File: src/rtl/uart8_transmitter.sv
// uart8_transmitter
//   8N1 UART transmitter: one start bit (low), eight data bits LSB first,
//   one stop bit (high), no parity. A one-entry holding register lets the
//   next byte be queued while a frame is on the line, so consecutive frames
//   leave with no idle gap between the stop bit and the next start bit.
//
// Ports
//   clk       bit-timing clock, TICKS_PER_BIT clocks per serial bit
//   rst_n     asynchronous active-low reset
//   en        synchronous enable; low forces the RESET state (frame aborted,
//             queued byte dropped, no done pulse)
//   start     request to load `in` into the holding register
//   in        byte to transmit
//   ready     holding register empty
//   busy      frame on the line (START_BIT, DATA_BITS or STOP_BIT)
//   done      one-clock pulse after a frame's stop bit completes
//   overrun   one-clock pulse after a start that arrived while ready=0
//   out       serial line, idle high, driven straight from a flop
//   dbg_state current FSM state encoding, for checkers and debug
//
// Handshake: a byte is transferred on a clock edge where start=1 and
// ready=1; ready drops at that edge and rises again at the edge where the
// byte moves into the shift register. A start seen while ready=0 (and the
// FSM is out of RESET) is dropped and reported on overrun; the queued byte
// is left untouched.

`timescale 1ns/1ps

module uart8_transmitter #(
  parameter int TICKS_PER_BIT = 16
) (
  input  logic       clk,
  input  logic       rst_n,
  input  logic       en,
  input  logic       start,
  input  logic [7:0] in,
  output logic       ready,
  output logic       busy,
  output logic       done,
  output logic       overrun,
  output logic       out,
  output logic [2:0] dbg_state
);

  localparam int TW = (TICKS_PER_BIT > 1) ? $clog2(TICKS_PER_BIT) : 1;
  localparam logic [TW-1:0] TICK_MAX = TW'(TICKS_PER_BIT - 1);

  typedef enum logic [2:0] {
    ST_RESET     = 3'd0,
    ST_IDLE      = 3'd1,
    ST_START_BIT = 3'd2,
    ST_DATA_BITS = 3'd3,
    ST_STOP_BIT  = 3'd4
  } state_t;

  state_t        state;
  logic [TW-1:0] tick;
  logic [2:0]    bit_idx;
  logic [7:0]    shift_reg;
  logic [7:0]    hold_reg;
  logic          hold_full;
  logic          tick_wrap;
  logic          accept;

  assign tick_wrap = (tick == TICK_MAX);
  assign accept    = start & ready;
  assign dbg_state = state;

  always_ff @(posedge clk or negedge rst_n) begin
    if (!rst_n) begin
      state     <= ST_RESET;
      tick      <= '0;
      bit_idx   <= '0;
      shift_reg <= '0;
      hold_reg  <= '0;
      hold_full <= 1'b0;
      ready     <= 1'b0;
      busy      <= 1'b0;
      done      <= 1'b0;
      overrun   <= 1'b0;
      out       <= 1'b1;
    end else begin
      done    <= 1'b0;
      overrun <= 1'b0;

      if (!en) begin
        // Abort whatever is in flight and drop any queued byte.
        state     <= ST_RESET;
        tick      <= '0;
        bit_idx   <= '0;
        hold_reg  <= '0;
        hold_full <= 1'b0;
        ready     <= 1'b0;
        busy      <= 1'b0;
        out       <= 1'b1;
      end else begin
        // Holding register capture runs in every active state. In RESET
        // ready is low, so neither branch can fire there.
        if (state != ST_RESET) begin
          if (accept) begin
            hold_reg  <= in;
            hold_full <= 1'b1;
            ready     <= 1'b0;
          end else if (start) begin
            overrun <= 1'b1;
          end
        end

        case (state)
          ST_RESET: begin
            out     <= 1'b1;
            busy    <= 1'b0;
            tick    <= '0;
            bit_idx <= '0;
            ready   <= 1'b1;
            state   <= ST_IDLE;
          end

          ST_IDLE: begin
            out  <= 1'b1;
            busy <= 1'b0;
            if (hold_full) begin
              shift_reg <= hold_reg;
              hold_full <= 1'b0;
              ready     <= 1'b1;
              out       <= 1'b0;
              busy      <= 1'b1;
              tick      <= '0;
              state     <= ST_START_BIT;
            end
          end

          ST_START_BIT: begin
            if (tick_wrap) begin
              tick    <= '0;
              out     <= shift_reg[0];
              bit_idx <= '0;
              state   <= ST_DATA_BITS;
            end else begin
              tick <= tick + TW'(1);
            end
          end

          ST_DATA_BITS: begin
            if (tick_wrap) begin
              tick <= '0;
              if (bit_idx == 3'd7) begin
                out   <= 1'b1;
                state <= ST_STOP_BIT;
              end else begin
                // shift_reg[0] is the bit currently on the line.
                out       <= shift_reg[1];
                shift_reg <= {1'b0, shift_reg[7:1]};
                bit_idx   <= bit_idx + 3'd1;
              end
            end else begin
              tick <= tick + TW'(1);
            end
          end

          ST_STOP_BIT: begin
            if (tick_wrap) begin
              tick <= '0;
              done <= 1'b1;
              // A byte queued before this edge starts the next frame right
              // away; one arriving on this very edge goes through IDLE.
              if (hold_full) begin
                shift_reg <= hold_reg;
                hold_full <= 1'b0;
                ready     <= 1'b1;
                out       <= 1'b0;
                state     <= ST_START_BIT;
              end else begin
                busy  <= 1'b0;
                state <= ST_IDLE;
              end
            end else begin
              tick <= tick + TW'(1);
            end
          end

          default: begin
            state     <= ST_RESET;
            tick      <= '0;
            bit_idx   <= '0;
            hold_full <= 1'b0;
            ready     <= 1'b0;
            busy      <= 1'b0;
            out       <= 1'b1;
          end
        endcase
      end
    end
  end

endmodule

File: config.mk
export PLATFORM = sky130hd
export DESIGN_NAME = uart8_transmitter
export DESIGN_NICKNAME = d
export VERILOG_FILES = /design/src/rtl/uart8_transmitter.sv
export SDC_FILE = /design/constraint.sdc
export NUM_CORES = 1
export LEC_CHECK = 0
export ABC_AREA = 1
export BUFFER_PORTS_ARGS = -buffer_cell sky130_fd_sc_hd__buf_2
export CAP_MARGIN = 20
export CORE_MARGIN = 2
export CORE_UTILIZATION = 23
export CTS_CLUSTER_SIZE = 14
export DETAILED_ROUTE_END_ITERATION = 7
export PLACE_DENSITY = 0.37
export SYNTH_ARGS = -nofsm -noshare
export SYNTH_HDL_FRONTEND = slang
export SYNTH_SLANG_ARGS = --single-unit
File: constraint.sdc
create_clock -name clk -period 4.15 [get_ports clk]
set_input_delay 0.83 -clock clk [delete_from_list [all_inputs] [get_ports clk]]
set_output_delay 0.83 -clock clk [all_outputs]
set_load 0.01 [all_outputs]
* Yosys cells after proc, flatten, opt, wreduce, memory -nomap -nowiden
Index checks and enable logic that the tools add are counted.
** Storage, ports and cells
- Register bits after elaboration :: 32
- Output and inout bits :: 8
** Cells by class
- Equal/unequal tests :: 21
- Bitwise gates (word level) :: 1
- Add/sub/neg operators :: 2
- Muxes and demuxes :: 57
- Reductions and logical operators :: 13
** Operators with widths (number)
- 8-bit 2-to-1 mux :: 7
- 3-bit 2-to-1 mux :: 10
- 1-bit 2-to-1 mux :: 28
- 3-bit inequality test, second input constant :: 8
- 8-bit case mux with 3 select lines :: 1
- 3-bit case mux with 5 select lines :: 1
- 4-bit 2-to-1 mux :: 3
- 2-bit inequality test, second input constant :: 5
- 5-bit AND reduction :: 2
- 3-bit case mux with 3 select lines :: 1
- 1-bit case mux with 4 select lines :: 2
- 4-bit case mux with 2 select lines :: 1
- 4-bit AND reduction :: 2
- 3-bit by 2-bit == test with 1-bit output, second input constant :: 2
- 3-bit == test, second input constant :: 2
- 1-bit case mux with 3 select lines :: 2
- 3-bit nonzero test :: 2
- 3-bit OR reduction :: 2
- 4-bit by 1-bit adder with 4-bit output, second input constant :: 1
- 4-bit == test, second input constant :: 1
- 2-bit by 1-bit inequality test with 1-bit output, second input constant :: 2
- 2-bit OR reduction :: 2
- 3-bit by 1-bit adder with 3-bit output, second input constant :: 1
- 3-bit by 1-bit == test with 1-bit output, second input constant :: 1
- 5 further kinds :: 5

* Depth between registers and ports, before layout
- Depth after elaboration :: 7
- Depth in mapped cells :: 10
- Depth with buffers taken out :: 10

* Least setup slack after synthesis
No wires, ideal clock.
- Kind :: input -> register
- From :: in en
- To :: reg out
- Path slack :: 2.669 ns
- Arrival time :: 1.402 ns
- Buffers on the path :: 1
- Setup time :: 0.079 ns
- Cell stages on the path :: 5
- Required time :: 4.071 ns
- Cell sequence :: buf_6 inv_1 nor2_1 o21ai_0 nand2_1
** Between the ends
- Cells in the longest elaborated chain, start to end :: 2
- Elaborated cells on any way between the ends :: 6
- Those cells by class :: eq/ne (4); mux (1); reduce/logical (1)
** RTL lines
- from (decl) :: line 34 : input logic en,
- 3-bit inequality test (no source line)
- 4-bit AND reduction (no source line)
- to (signal assigned) :: line 136 : out <= shift_reg[0];
- to (signal assigned) :: line 152 : out <= shift_reg[1];
- to (decl) :: line 41 : output logic out,
Parallel ways exist; a longest one is shown, timed or not.
A chain may end at the register's enable or synchronous reset.

* Final worst setup path
- From :: reg state[2], in the netlist dbg_state[2]
- To :: out dbg_state[2]
** RTL lines
- from (decl) :: line 56 : state_t state;
- from (signal assigned) :: line 71 : state <= ST_RESET;
- from (signal assigned) :: line 88 : state <= ST_RESET;
- from (signal assigned) :: line 116 : state <= ST_IDLE;
- to (decl) :: line 42 : output logic [2:0] dbg_state
No word-level cell between the ends.

==> flow_summary.json <==
{
  "synthAdderAreaFrac_pct": 2.01,
  "final_common_cell": "nand2_1",
  "num_rows": 32,
  "dpl_cell_area_um2": 2030,
  "drt_wl_total_mm": 4.56,
  "required_ns": 3.32,
  "grtUsageTotal_pct": 11.5,
  "grt_pass1_wl_mm": 7.85,
  "diodes": 0,
  "synth_top_family_by_area": "simple AND/OR/NAND/NOR gates",
  "initial_utilization_pct": 23.9,
  "min_path_cells": 1,
  "p_leak_uw": 0.00114,
  "stdcell_area_um2": 2130,
  "rrSetupSlack_ns": 2.35,
  "drive_above_1_share_pct": 23.1,
  "slew_headroom_pct": 47.4,
  "slew_violations": 0,
  "drt-initial-drc-count": 76,
  "n_fill_cell": 883,
  "rr_worst_depth": 7,
  "grt_start_max_net_pins": 33,
  "grt.overflow.total": 0,
  "crit_buf_inv": 1,
  "syn-mean-instance-area_um2": 7.96,
  "critPathTopFamily": "flip-flops",
  "ys_seq_area_share_pct": 43.0,
  "p_per_area_nw_per_um2": 526,
  "cp-end-kind": "output port",
  "tightest_slew_ns": 0.788,
  "vias": 1511,
  "hold_class": "register to register",
  "post_cts_buffers": 0,
  "cp.arrival_ns": 1.29,
  "min_from": "ready",
  "place_ws_ns": 2.14,
  "clk_latency_ns": 0.29,
  "layout_common_cells": "nand2_1, dfrtp_1, nand3_1, buf_2, nor2_1",
  "cts_buffers": 5,
  "cp_slowest_stage_delay_ns": 0.75,
  "area_growth_pct": 14.5,
  "grt_setup_unrepaired": "no",
  "drc": 0,
  "first_global_vias": 1561,
  "multiInputGateArea_um2": 945,
  "io_buffer_count": 19,
  "cts-resized-gates": 0,
  "cp-start-kind": "register",
  "netlist_instances": 234,
  "cp_slowest_cell": "dfrtp_1",
  "regArea_um2": 802,
  "synthMuxAreaShare_pct": 0,
  "antenna_found_initial": 0,
  "final_hold_viol_count": 0,
  "ys_types": 29,
  "cts.htree.levels": 2,
  "crit_type": "register to output port",
  "synth-xor-area-share_pct": 0.470,
  "cts_tree": "yes",
  "fin_crit_ns": 2.12,
  "setup_tns_ns": 0,
  "die_h_um": 94,
  "syn-num-nets": 249,
  "cts-root-buf": "clkbuf_8",
  "min_to": "overrun",
  "synth_area_um2": 1860,
  "die_w_um": 94,
  "dp_hpwl_mm": 3.24,
  "synth_warnings": 0,
  "max_cap_violations": 0,
  "io_pins": 20,
  "via_per_inst": 4.23,
  "path_clk_slew_ns": 0.07,
  "r2r_start": "dbg_state[1]",
  "timing.final.ws_setup_ns": 2.03,
  "synth_compound_area_share_pct": 5.17,
  "clock-sinks": 32,
  "peakVddDrop_mv": 0.131,
  "ctsHoldBuffers": 0,
  "finalSetupViolations": 0,
  "gp_congestion": 0.784,
  "drt_pre_antenna_iters": 4,
  "r2r-end": "shift_reg[7]",
  "status": "finished clean",
  "fmax_mhz": 472,
  "ys_seq_elements": 32,
  "ant_nets": 0,
  "core-area_um2": 7810,
  "yosys.area_share.simple_pct": 43.0,
  "worstPathCellList": "buf_2",
  "crit_fanout": 11,
  "final.period_utilization_pct": 51.1,
  "dieArea_um2": 8840,
  "final_nets": 269,
  "post_drt_wl_per_cell_um": 12.8,
  "cts_buffer_depth": 2,
  "finClkSkew_ns": 0.00686
}
## cell families (layout without fill, tap and decap cells)
family	count (synthesis)	in the layout
adder cells (fa/ha/maj)	3	3
flip-flops	32	32
buffers and inverters	21	42
AO/OA/AOI/OAI	16	16
AND/OR/NAND/NOR	161	161
XOR/XNOR	1	1
## worst register-to-register path, cell delays in order (launching register included)
cell	delay (ns)
dfrtp_1	0.69
nand2_2	0.12
nor2_4	0.29
inv_2	0.17
nand3_4	0.19
nand2_4	0.11
nand2_1	0.08
nand2_1	0.05
## final cells by class
class / count / share of cell area, %
multi-input combinational: 181 / 44.3
sequential: 32 / 37.6
tap: 102 / 5.98
timing repair buffer: 19 / 4.46
clock buffer: 6 / 3.40
inverter: 15 / 2.64
clock inverter: 2 / 1.64
## worst max-delay path by stage
stage / start / endpoint / slack (ns) / depth (start not counted)
detailed placement: en / out / 2.14 / 6
finish: dbg_state[2] / dbg_state[2] / 2.03 / 1
global placement: en / out / 2.19 / 6
CTS: dbg_state[2] / dbg_state[2] / 2.01 / 1
global route: dbg_state[2] / dbg_state[2] / 1.98 / 1
floorplan: en / out / 2.67 / 5
## where the power goes
group | internal, uW | switching (uW) | leakage, uW
sequential | 367 | 75.8 | 0.000437
combinational | 131 | 247 | 0.000652
clock | 178 | 124 | 0.0000552
## cell usage after synthesis
cell / instances / area (um^2)
nand2_1: 93 / 349
dfstp_2: 1 / 26.3
clkbuf_1: 1 / 3.75
nor3_1: 2 / 10.0
nor2_2: 2 / 12.5
dfrtp_1: 31 / 776
nand4_2: 1 / 12.5
nand3_1: 26 / 130
ha_1: 3 / 37.5
o211ai_1: 1 / 7.51
inv_2: 5 / 18.8
buf_6: 5 / 56.3
inv_1: 10 / 37.5
nand2_4: 1 / 11.3
nand4_1: 1 / 6.26
nand3_2: 5 / 50.1
and2_1: 1 / 6.26
o21ai_0: 4 / 20.0
nand3_4: 1 / 17.5
nor2_1: 12 / 45.0
o21ai_1: 1 / 5.00
nand2_2: 9 / 56.3
a21oi_4: 1 / 16.3
xor2_1: 1 / 8.76
a21oi_1: 8 / 40.0
nor3_2: 1 / 10.0
nor2_4: 4 / 45.0
nor2_8: 2 / 40.0
o21a_1: 1 / 7.51
## per-stage QoR
| stage | cells | hold WS, ns | power (uW) | util, % |
|---|---|---|---|---|
| floorplan | 234 | 0.442 | 741 | - |
| global placement | 349 | 0.461 | 839 | 25.9 |
| detailed placement | 349 | 0.455 | 832 | 25.9 |
| CTS | 357 | 0.466 | 1140 | 27.3 |
| global route | 357 | 0.505 | 1210 | 27.3 |
| finish | 357 | 0.458 | 1120 | 27.3 |
## per-layer routing
layer / wire (um) / share of wire [%] / track usage [%]
met1: 2350 / 52 / 15.9
met2: 1960 / 43 / 17.3
met3: 146 / 3.2 / 2.33
met4: 99 / 2.2 / 5.07
met5: 0 / 0 / 0
No activity file was read; power rests on OpenSTA's default activity.
